$ cat config.mk
export PLATFORM = sky130hd
export DESIGN_NAME = control_sequencer_flat
export DESIGN_NICKNAME = d
export VERILOG_FILES = /design/src/rtl/control_sequencer_if.sv /design/src/rtl/control_sequencer.sv /design/src/flat_wrapper.sv
export SDC_FILE = /design/constraint.sdc
export NUM_CORES = 1
export LEC_CHECK = 0
export ABC_AREA = 1
export ABC_CLOCK_PERIOD_IN_PS = 2700
export CORE_MARGIN = 1.5
export CORE_UTILIZATION = 35
export CTS_CLUSTER_SIZE = 12
export DETAILED_ROUTE_END_ITERATION = 12
export DONT_BUFFER_PORTS = 1
export SYNTH_ARGS = -nofsm -noshare
export SYNTH_HDL_FRONTEND = slang
export SYNTH_SLANG_ARGS = --single-unit
$ cat constraint.sdc
create_clock -name clk -period 2.7 [get_ports clk]
set_input_delay 0.54 -clock clk [delete_from_list [all_inputs] [get_ports clk]]
set_output_delay 0.54 -clock clk [all_outputs]
set_load 0.01 [all_outputs]
$ cat src/rtl/control_sequencer_if.sv
// control_sequencer_if: IR/memory handshake and datapath control strobes between sequencer and datapath
interface control_sequencer_if;
    logic [31:0] ir;
    logic        mem_ready;
    logic        PCout, Zlowout, MDRout, Cout;
    logic        MARin, PCin, MDRin, IRin, Yin, Zin;
    logic        IncPC, Read, Write;
    logic        Gra, Grb, Grc, Rin, Rout, BAout;
    logic [3:0]  alu_op;
    logic        run, fault;

    modport master (
        input  ir, mem_ready,
        output PCout, Zlowout, MDRout, Cout, MARin, PCin, MDRin, IRin, Yin, Zin,
        output IncPC, Read, Write, Gra, Grb, Grc, Rin, Rout, BAout, alu_op, run, fault
    );

    modport slave (
        output ir, mem_ready,
        input  PCout, Zlowout, MDRout, Cout, MARin, PCin, MDRin, IRin, Yin, Zin,
        input  IncPC, Read, Write, Gra, Grb, Grc, Rin, Rout, BAout, alu_op, run, fault
    );
endinterface

$ cat src/rtl/control_sequencer.sv
// control_sequencer: Mini-SRC fetch/decode/execute T-state sequencer with memory wait timeout
module control_sequencer #(
    parameter int WAIT_MAX = 15
) (
    input logic clk,
    input logic reset_n,
    control_sequencer_if.master bus
);
    localparam logic [3:0] T0 = 4'd0, T1 = 4'd1, T2 = 4'd2, T3 = 4'd3, T4 = 4'd4;
    localparam logic [3:0] T5 = 4'd5, T6 = 4'd6, T7 = 4'd7, HALT = 4'd8;
    localparam logic [4:0] OP_LD = 5'b00000, OP_LDI = 5'b00001, OP_ST = 5'b00010;
    localparam logic [4:0] OP_ADD = 5'b00011, OP_SUB = 5'b00100, OP_AND = 5'b01010, OP_OR = 5'b01011;
    localparam logic [4:0] OP_ADDI = 5'b01100, OP_ANDI = 5'b01101, OP_ORI = 5'b01110, OP_HALT = 5'b11011;
    localparam int CW = $clog2(WAIT_MAX + 1);

    logic [3:0]    state, nxt;
    logic [4:0]    op, op_q;
    logic [CW-1:0] cnt;
    logic [7:0]    t;
    logic [3:0]    alu_code;
    logic          fault_q, alu3, imm, ldi, ld, st, mem_op, exec, wait_st, timeout;
    logic          unused_ir;

    assign unused_ir = ^bus.ir[26:0];
    // The opcode is taken live from IR in T3 and held afterwards so execute states do not depend on IR changes
    assign op      = (state == T3) ? bus.ir[31:27] : op_q;
    assign alu3    = op inside {OP_ADD, OP_SUB, OP_AND, OP_OR};
    assign imm     = op inside {OP_ADDI, OP_ANDI, OP_ORI};
    assign ldi     = op == OP_LDI;
    assign ld      = op == OP_LD;
    assign st      = op == OP_ST;
    assign mem_op  = ld | st;
    assign exec    = alu3 | imm | ldi | mem_op;
    assign wait_st = (state == T1) | ((state == T6) & ld) | ((state == T7) & st);
    // A late mem_ready on the final allowed cycle still completes the access
    assign timeout = wait_st & ~bus.mem_ready & (cnt == CW'(WAIT_MAX - 1));

    // Next T-state; wait states hold until mem_ready
    always_comb begin
        nxt = HALT;
        case (state)
            T0: nxt = T1;
            T1: nxt = bus.mem_ready ? T2 : T1;
            T2: nxt = T3;
            T3: nxt = (op == OP_HALT) ? HALT : exec ? T4 : T0;
            T4: nxt = T5;
            T5: nxt = mem_op ? T6 : T0;
            T6: nxt = (st | bus.mem_ready) ? T7 : T6;
            T7: nxt = (ld | bus.mem_ready) ? T0 : T7;
            default: nxt = HALT;
        endcase
    end

    // State, opcode latch, wait counter and sticky fault
    always_ff @(posedge clk or negedge reset_n) begin
        if (!reset_n) begin
            state   <= T0;
            op_q    <= '0;
            cnt     <= '0;
            fault_q <= 1'b0;
        end else begin
            state   <= timeout ? HALT : nxt;
            op_q    <= op;
            cnt     <= (wait_st & ~bus.mem_ready & ~timeout) ? cnt + CW'(1) : '0;
            fault_q <= fault_q | timeout;
        end
    end

    // One-hot T-state decode, forced low while reset is asserted so strobes drop immediately
    always_comb begin
        t = '0;
        for (int i = 0; i < 8; i++) t[i] = reset_n && (state == 4'(i));
    end

    assign alu_code = (op == OP_SUB) ? 4'd2 :
                      (op == OP_AND || op == OP_ANDI) ? 4'd3 :
                      (op == OP_OR || op == OP_ORI) ? 4'd4 : 4'd1;

    assign bus.PCout   = t[0];
    assign bus.MARin   = t[0] | (t[5] & mem_op);
    assign bus.IncPC   = t[0];
    assign bus.Zin     = t[0] | t[4];
    assign bus.Zlowout = t[1] | t[5];
    assign bus.PCin    = t[1];
    assign bus.Read    = t[1] | (t[6] & ld);
    assign bus.MDRin   = t[1] | t[6];
    assign bus.MDRout  = t[2] | (t[7] & ld);
    assign bus.IRin    = t[2];
    assign bus.Yin     = t[3] & exec;
    assign bus.Grb     = t[3] & exec;
    assign bus.BAout   = t[3] & (ldi | mem_op);
    assign bus.Rout    = (t[3] & (alu3 | imm)) | (t[4] & alu3) | (t[6] & st);
    assign bus.Grc     = t[4] & alu3;
    assign bus.Cout    = t[4] & (imm | ldi | mem_op);
    assign bus.alu_op  = t[4] ? alu_code : 4'd0;
    assign bus.Gra     = (t[5] & (alu3 | imm | ldi)) | (t[6] & st) | (t[7] & ld);
    assign bus.Rin     = (t[5] & (alu3 | imm | ldi)) | (t[7] & ld);
    assign bus.Write   = t[7] & st;
    assign bus.run     = reset_n && (state != HALT);
    assign bus.fault   = fault_q;
endmodule

$ cat src/flat_wrapper.sv
// flat-port wrapper written by rule: the top's interface ports become plain ports
module control_sequencer_flat 
#(
    parameter int WAIT_MAX = 15
)
  (clk, reset_n, bus_ir, bus_mem_ready, bus_PCout, bus_Zlowout, bus_MDRout, bus_Cout, bus_MARin, bus_PCin, bus_MDRin, bus_IRin, bus_Yin, bus_Zin, bus_IncPC, bus_Read, bus_Write, bus_Gra, bus_Grb, bus_Grc, bus_Rin, bus_Rout, bus_BAout, bus_alu_op, bus_run, bus_fault);
  control_sequencer_if bus_i ();
  input logic clk;
  input logic reset_n;
  input wire logic [$bits(bus_i.ir)-1:0] bus_ir;
  input wire logic [$bits(bus_i.mem_ready)-1:0] bus_mem_ready;
  output wire logic [$bits(bus_i.PCout)-1:0] bus_PCout;
  output wire logic [$bits(bus_i.Zlowout)-1:0] bus_Zlowout;
  output wire logic [$bits(bus_i.MDRout)-1:0] bus_MDRout;
  output wire logic [$bits(bus_i.Cout)-1:0] bus_Cout;
  output wire logic [$bits(bus_i.MARin)-1:0] bus_MARin;
  output wire logic [$bits(bus_i.PCin)-1:0] bus_PCin;
  output wire logic [$bits(bus_i.MDRin)-1:0] bus_MDRin;
  output wire logic [$bits(bus_i.IRin)-1:0] bus_IRin;
  output wire logic [$bits(bus_i.Yin)-1:0] bus_Yin;
  output wire logic [$bits(bus_i.Zin)-1:0] bus_Zin;
  output wire logic [$bits(bus_i.IncPC)-1:0] bus_IncPC;
  output wire logic [$bits(bus_i.Read)-1:0] bus_Read;
  output wire logic [$bits(bus_i.Write)-1:0] bus_Write;
  output wire logic [$bits(bus_i.Gra)-1:0] bus_Gra;
  output wire logic [$bits(bus_i.Grb)-1:0] bus_Grb;
  output wire logic [$bits(bus_i.Grc)-1:0] bus_Grc;
  output wire logic [$bits(bus_i.Rin)-1:0] bus_Rin;
  output wire logic [$bits(bus_i.Rout)-1:0] bus_Rout;
  output wire logic [$bits(bus_i.BAout)-1:0] bus_BAout;
  output wire logic [$bits(bus_i.alu_op)-1:0] bus_alu_op;
  output wire logic [$bits(bus_i.run)-1:0] bus_run;
  output wire logic [$bits(bus_i.fault)-1:0] bus_fault;
  assign bus_i.ir = bus_ir;
  assign bus_i.mem_ready = bus_mem_ready;
  assign bus_PCout = bus_i.PCout;
  assign bus_Zlowout = bus_i.Zlowout;
  assign bus_MDRout = bus_i.MDRout;
  assign bus_Cout = bus_i.Cout;
  assign bus_MARin = bus_i.MARin;
  assign bus_PCin = bus_i.PCin;
  assign bus_MDRin = bus_i.MDRin;
  assign bus_IRin = bus_i.IRin;
  assign bus_Yin = bus_i.Yin;
  assign bus_Zin = bus_i.Zin;
  assign bus_IncPC = bus_i.IncPC;
  assign bus_Read = bus_i.Read;
  assign bus_Write = bus_i.Write;
  assign bus_Gra = bus_i.Gra;
  assign bus_Grb = bus_i.Grb;
  assign bus_Grc = bus_i.Grc;
  assign bus_Rin = bus_i.Rin;
  assign bus_Rout = bus_i.Rout;
  assign bus_BAout = bus_i.BAout;
  assign bus_alu_op = bus_i.alu_op;
  assign bus_run = bus_i.run;
  assign bus_fault = bus_i.fault;
  control_sequencer #(.WAIT_MAX(WAIT_MAX)) u_core (.clk(clk), .reset_n(reset_n), .bus(bus_i));
endmodule
# Yosys cells after proc, flatten, opt, wreduce, memory -nomap -nowiden

Index checks and enable logic that the tools add are counted.

$add $sub $neg: 1
Equal/unequal tests: 19
Muxes and demuxes: 14
Bitwise logic cells: 41
Reductions and logical operators: 15

Operators by type and width:

| operator                                            | count |
|---|---|
| case mux 4 bit (8 select lines)                     | 1 |
| equality test 5 x 4 -> 1 bit, second input constant | 5 |
| two-way mux 4 bit                                   | 6 |
| bitwise OR 1 bit                                    | 23 |
| bitwise AND 1 bit                                   | 16 |
| equality test 4 x 3 -> 1 bit, second input constant | 4 |
| two-way mux 3 bit                                   | 4 |
| equality test 5 x 2 -> 1 bit, second input constant | 2 |
| logical AND 1 bit                                   | 9 |
| equality test 4 x 2 -> 1 bit, second input constant | 2 |
| equality test 5 x 1 -> 1 bit, second input constant | 1 |
| equality test 5 x 3 -> 1 bit, second input constant | 1 |
| equality test 5 bit, second input constant          | 1 |
| logical NOT 5 bit                                   | 1 |
| two-way mux 5 bit                                   | 1 |
| adder 4 x 1 -> 4 bit, second input constant         | 1 |
| equality test 4 x 1 -> 1 bit, second input constant | 1 |
| equality test 4 bit, second input constant          | 1 |
| logical NOT 4 bit                                   | 1 |
| != test 4 bit, second input constant                | 1 |
| nonzero test 4 bit                                  | 1 |
| nonzero test 3 bit                                  | 1 |
| logical OR 1 bit                                    | 2 |
| two-way mux 2 bit                                   | 1 |
| other kinds (2)                                     | 3 |

Register bits: 14
Input bits: 35
Output and inout port bits: 25
Word-level logic and storage cells: 94

# Depth between registers and ports, before layout

Gate-level depths: netlist of run 1.

Depth in word-level cells: 11
Mapped depth: 14
Mapped depth without buffers: 14

# Worst setup path after synthesis of run 1

Ideal clock, no wire load.

Path type: reg2out
From: register u_core.state[3]
To: output port bus_Yin
Data arrival time: 1.688 ns
Setup slack: 0.472 ns
Stages on the path, launching flop included: 9
Cells stage by stage: dfrtp_1 nor2_8 nand3_1 nand2_4 inv_2 nor2_1 o211ai_2 a31oi_1 buf_4

Longest elaborated chain between the ends: 8
Elaborated cells on any way between the ends: 20
Classes of those cells: 10 x eq/ne; 1 x mux; 5 x bitwise; 4 x reduce/logical

Ends and longest elaborated chain:

| what                                                       | line                                             | source |
|---|---|---|
| start: declaration                                         | control_sequencer.sv:16                          | `logic [3:0] state, nxt;` |
| start signal: assignment                                   | control_sequencer.sv:62                          | `state <= timeout ? HALT : nxt;` |
| equality test 4 x 2 -> 1 bit (*)                           | control_sequencer.sv:26                          | `assign op = (state == T3) ? bus.ir[31:27] : op_q;` |
| two-way mux 5 bit (*)                                      | control_sequencer.sv:26                          |  |
| via u_core.op[4]                                           | control_sequencer.sv:17                          | `logic [4:0] op, op_q;` |
| equality test 5 x 2 -> 1 bit, or another cell as far along | control_sequencer.sv:27                          | `assign alu3 = op inside {OP_ADD, OP_SUB, OP_AND, OP_OR};` |
| nonzero test 4 bit or nonzero test 3 bit (tied branches)   | control_sequencer.sv:27, control_sequencer.sv:28 |  |
| bitwise OR 1 bit (2 in series)                             | control_sequencer.sv:33                          | `assign exec = alu3 \| imm \| ldi \| mem_op;` |
| bitwise OR 1 bit (*)                                       | control_sequencer.sv:33                          |  |
| bitwise AND 1 bit (*)                                      | -                                                |  |
| end: declaration                                           | flat_wrapper.sv:20                               | `output wire logic [$bits(bus_i.Yin)-1:0] bus_Yin;` |

The timed path passes the listed nets; every way through them passes the cells marked *.

# Worst setup path after layout of run 1

From: register u_core.state[3]
To: output port bus_Read

Longest elaborated chain between the ends: 5
Elaborated cells on any way between the ends: 9
Classes of those cells: 3 x eq/ne; 1 x mux; 2 x bitwise; 3 x reduce/logical

Ends and longest elaborated chain:

| what                         | line                    | source |
|---|---|---|
| equality test 4 x 2 -> 1 bit | control_sequencer.sv:26 |  |
| two-way mux 5 bit            | control_sequencer.sv:26 |  |
| logical NOT 5 bit            | control_sequencer.sv:30 | `assign ld = op == OP_LD;` |
| bitwise AND 1 bit            | control_sequencer.sv:85 | `assign bus.Read = t[1] \| (t[6] & ld);` |
| bitwise OR 1 bit (*)         | control_sequencer.sv:85 |  |
| end: declaration             | flat_wrapper.sv:23      | `output wire logic [$bits(bus_i.Read)-1:0] bus_Read;` |

Every way passes the cells marked *; elsewhere a longest branch is shown, timed or not.

==> results.py, run 1 <==
metrics = {
    "outcome": {
        "status": "completed",
    },
    "detailed_routing": {
        "vias": 1104,
        "ant_nets": 0,
        "via_per_inst": 4.821,
        "finalWirelength_um": 2929,
        "drt_iter0_drc": 79,
        "first_pass_iters": 4,
        "drc": 0,
        "wire_per_inst_um": 12.79,
    },
    "sta": {
        "min_period_over_period": 0.9255,
        "max_freq_ghz": 0.4002,
        "setup_violations": 0,
        "slew_violations": 0,
        "hold_violations": 0,
        "min_period_ps": 2499,
        "setup_tns_ps": 0,
        "rsz0062_at_grt": "no",
        "skew_ps": 1.570,
        "worst_slew_pin_slew_ps": 669.9,
        "timing.hold.ws_ps": 486.4,
        "slew_headroom": 0.5519,
    },
    "placed_design": {
        "port_buffers": 0,
        "dp.cells": 225,
        "place_area_mm2": 0.001343,
        "gp_congestion": 0.8458,
        "dp_hpwl_um": 2261,
    },
    "clock_network": {
        "clockRootBuffer": "clkbuf_8",
        "post_cts_buffers": 0,
        "tritoncts": "yes",
        "clk_latency_ps": 240,
        "cts_buffer_depth": 2,
        "path_clk_slew_ps": 60,
        "cts.sinks": 14,
        "cts_made_buffers": 3,
        "htree_levels": 1,
    },
    "final_layout": {
        "fin_nets": 222,
        "final_core_util": 0.4068,
        "diodes": 0,
        "fill_cells": 366,
        "area_growth_pct": 8.011,
        "final_area_mm2": 0.001400,
        "fin_cells": 229,
        "drive_gt1_frac": 0.2623,
        "multiInputGateArea_um2": 788.3,
        "regArea_um2": 350.3,
    },
    "setup_path": {
        "slowest_delay_ps": 460,
        "worst-endpoint-required_ps": 2160,
        "crit_family": "simple AND/OR/NAND/NOR gates",
        "critPathLaunchType": "flop",
        "worstPathCellList": "inv_1, nand2_2, nor2_4, nand2_1, nand2_2, nand3_4, nor2_4, inv_2, o21ai_0",
        "cp_max_fo": 5,
        "cp_slowest_cell": "dfrtp_1",
        "end_kind": "output pin",
        "worstSetupPathType": "flop to output pin",
        "cp.arrival_ps": 1960,
        "cp_num_buf_inv": 2,
    },
    "global_route": {
        "grtUsageTotal": 0.1574,
        "overflow": 0,
        "grt_start_max_net_pins": 15,
        "grt_antenna_before_repair": 0,
        "grt_pass1_vias": 1119,
        "grt_pass1_wl_um": 5133,
    },
    "synthesis": {
        "synth_cells": 181,
        "ys_ff_latch": 14,
        "seq_area_frac_synth": 0.2703,
        "synth_top_area_frac": 0.2703,
        "syn-num-nets": 218,
        "ys_types": 33,
        "yosys.area.top_type": "dfrtp_1",
        "synth_area_per_cell_um2": 7.162,
        "syn_area_mm2": 0.001296,
        "synthTopCellsByArea": "dfrtp_1 27%, nand2_1 9.0%, inv_1 7.8%",
        "ys_warn_count": 0,
    },
    "floorplan": {
        "die_x_um": 63.86,
        "die_h_um": 63.86,
        "std_cell_rows": 21,
        "start_util": 0.3766,
        "dieArea_mm2": 0.004077,
        "pin_count": 60,
        "coreArea_mm2": 0.003442,
    },
    "flow_run": {
        "drv_cap": 0,
    },
    "hold_path": {
        "hold_path_class": "flop to flop",
    },
    "power_and_ir_drop": {
        "p_leak_nw": 0.7822,
        "ir_worst_vdd_v": 0.0002485,
        "powerDensity_mw_per_mm2": 280.4,
    },
}
where the power goes:
| group | switching (mW) | total, mW | internal (mW) |
|---|---|---|---|
| Combinational | 0.0101 | 0.0123 | 0.00217 |
| Clock | 0.0719 | 0.170 | 0.0986 |
| Sequential | 0 | 0.210 | 0.210 |
through the flow:
| stage | total power, mW | setup slack [ps] |
|---|---|---|
| 2_1_floorplan | 0.2207 | 472.3 |
| 4_1_cts | 0.3999 | 190.9 |
| 6_report | 0.3926 | 201.2 |
| 3_5_place_dp | 0.2206 | 459.3 |
| 5_1_grt | 0.4065 | 23.91 |
| 3_3_place_gp | 0.2204 | 456.5 |
area by class of cell:
type,count,area share
Timing Repair Buffer,3,0.01787
Multi-Input combinational cell,129,0.5630
Sequential cell,14,0.2502
Inverter,34,0.09830
Tap cell,46,0.04111
Clock buffer,3,0.02949
state kept, by name (all words and copies together) (netlist names):
signal            flops
u_core.bus.fault      1
u_core.state          4
u_core.op_q           5
u_core.cnt            4
cells in the mapped netlist, drive strengths merged:
| cell type | n |
|---|---|
| xor2 | 1 |
| dfrtp | 14 |
| o21ai | 4 |
| o21bai | 1 |
| nand3b | 4 |
| a21oi | 1 |
| xnor2 | 1 |
| clkbuf | 1 |
| a31o | 1 |
| o221ai | 1 |
| a31oi | 3 |
| nand3 | 19 |
| nor3 | 4 |
| nor2 | 30 |
| inv | 32 |
| nand4 | 3 |
| clkinv | 2 |
| buf | 3 |
| o22ai | 1 |
| ha | 2 |
| o211ai | 1 |
| nand2 | 51 |
| conb | 1 |
final timing paths:
| kind | endpoint | cells past startpoint | slack, ps | start |
|---|---|---|---|---|
| setup / recovery | bus_Read | 9 | 200 | u_core.state[3]$_DFF_PN0_ |
| hold / removal | u_core.cnt[0]$_DFF_PN0_ | 1 | 490 | u_core.cnt[0]$_DFF_PN0_ |
| setup reg to reg | u_core.state[2]$_DFF_PN0_ | 12 | 840 | u_core.state[3]$_DFF_PN0_ |
| hold reg to reg | u_core.cnt[0]$_DFF_PN0_ | 1 | 490 | u_core.cnt[0]$_DFF_PN0_ |
| max in group asynchronous | u_core.state[0]$_DFF_PN0_ | 1 | 1500 | reset_n |
| min in group asynchronous | u_core.op_q[4]$_DFF_PN0_ | 1 | 770 | reset_n |
kinds of logic (layout without fill, tap and decap cells):
| group | after synthesis | after routing | synth area share |
|---|---|---|---|
| XOR/XNOR | 2 | 2 | 0.01352 |
| AND/OR/NAND/NOR | 111 | 111 | 0.5000 |
| AO/OA/AOI/OAI | 13 | 13 | 0.06757 |
| buffers and inverters | 38 | 40 | 0.1265 |
| adder cells (fa/ha/maj) | 2 | 2 | 0.01930 |
| flip-flops | 14 | 14 | 0.2703 |
| other | 1 | 1 | 0.002893 |
layer usage:
layer | GRT usage | vias to the layer above | routed length [µm]
met3 | 0.04049 | 0 | 166
met2 | 0.2656 | 31 | 1364
met4 | 0.008152 | 0 | 0
met1 | 0.2119 | 500 | 1399
li1 | - | 573 | -
met5 | 0 | - | 0
cells in the final DEF (no fill, tap or decap), types with 3 or more instances in the layout:
cell,synthesis,final
nand2_2,13,13
clkbuf_8,0,3
a31oi_1,3,3
nor2_2,3,3
nand3b_1,3,3
nand2_4,7,7
nand3_1,16,16
dfrtp_1,14,14
nor2_1,22,22
o21ai_0,4,4
inv_1,27,27
inv_2,5,5
nor3_1,4,4
nor2_4,4,4
nand2_1,31,31
timing repair:
action,in CTS,in global routing
setup endpoints to repair,0,1
hold buffers,1,0
endpoints found under the hold margin,14,0
resized for setup,0,1
(Power assumes the default switching activity.)
==> run 2: changes to the inputs <==
--- a/config.mk
+++ b/config.mk
@@ -7,6 +7,7 @@
 export LEC_CHECK = 0
 export ABC_AREA = 1
 export ABC_CLOCK_PERIOD_IN_PS = 2700
+export CAP_MARGIN = 10
 export CORE_MARGIN = 1.5
 export CORE_UTILIZATION = 35
 export CTS_CLUSTER_SIZE = 12
==> results of run 2 <==
Final layout, timing and power as in run 1 (identical DEF).
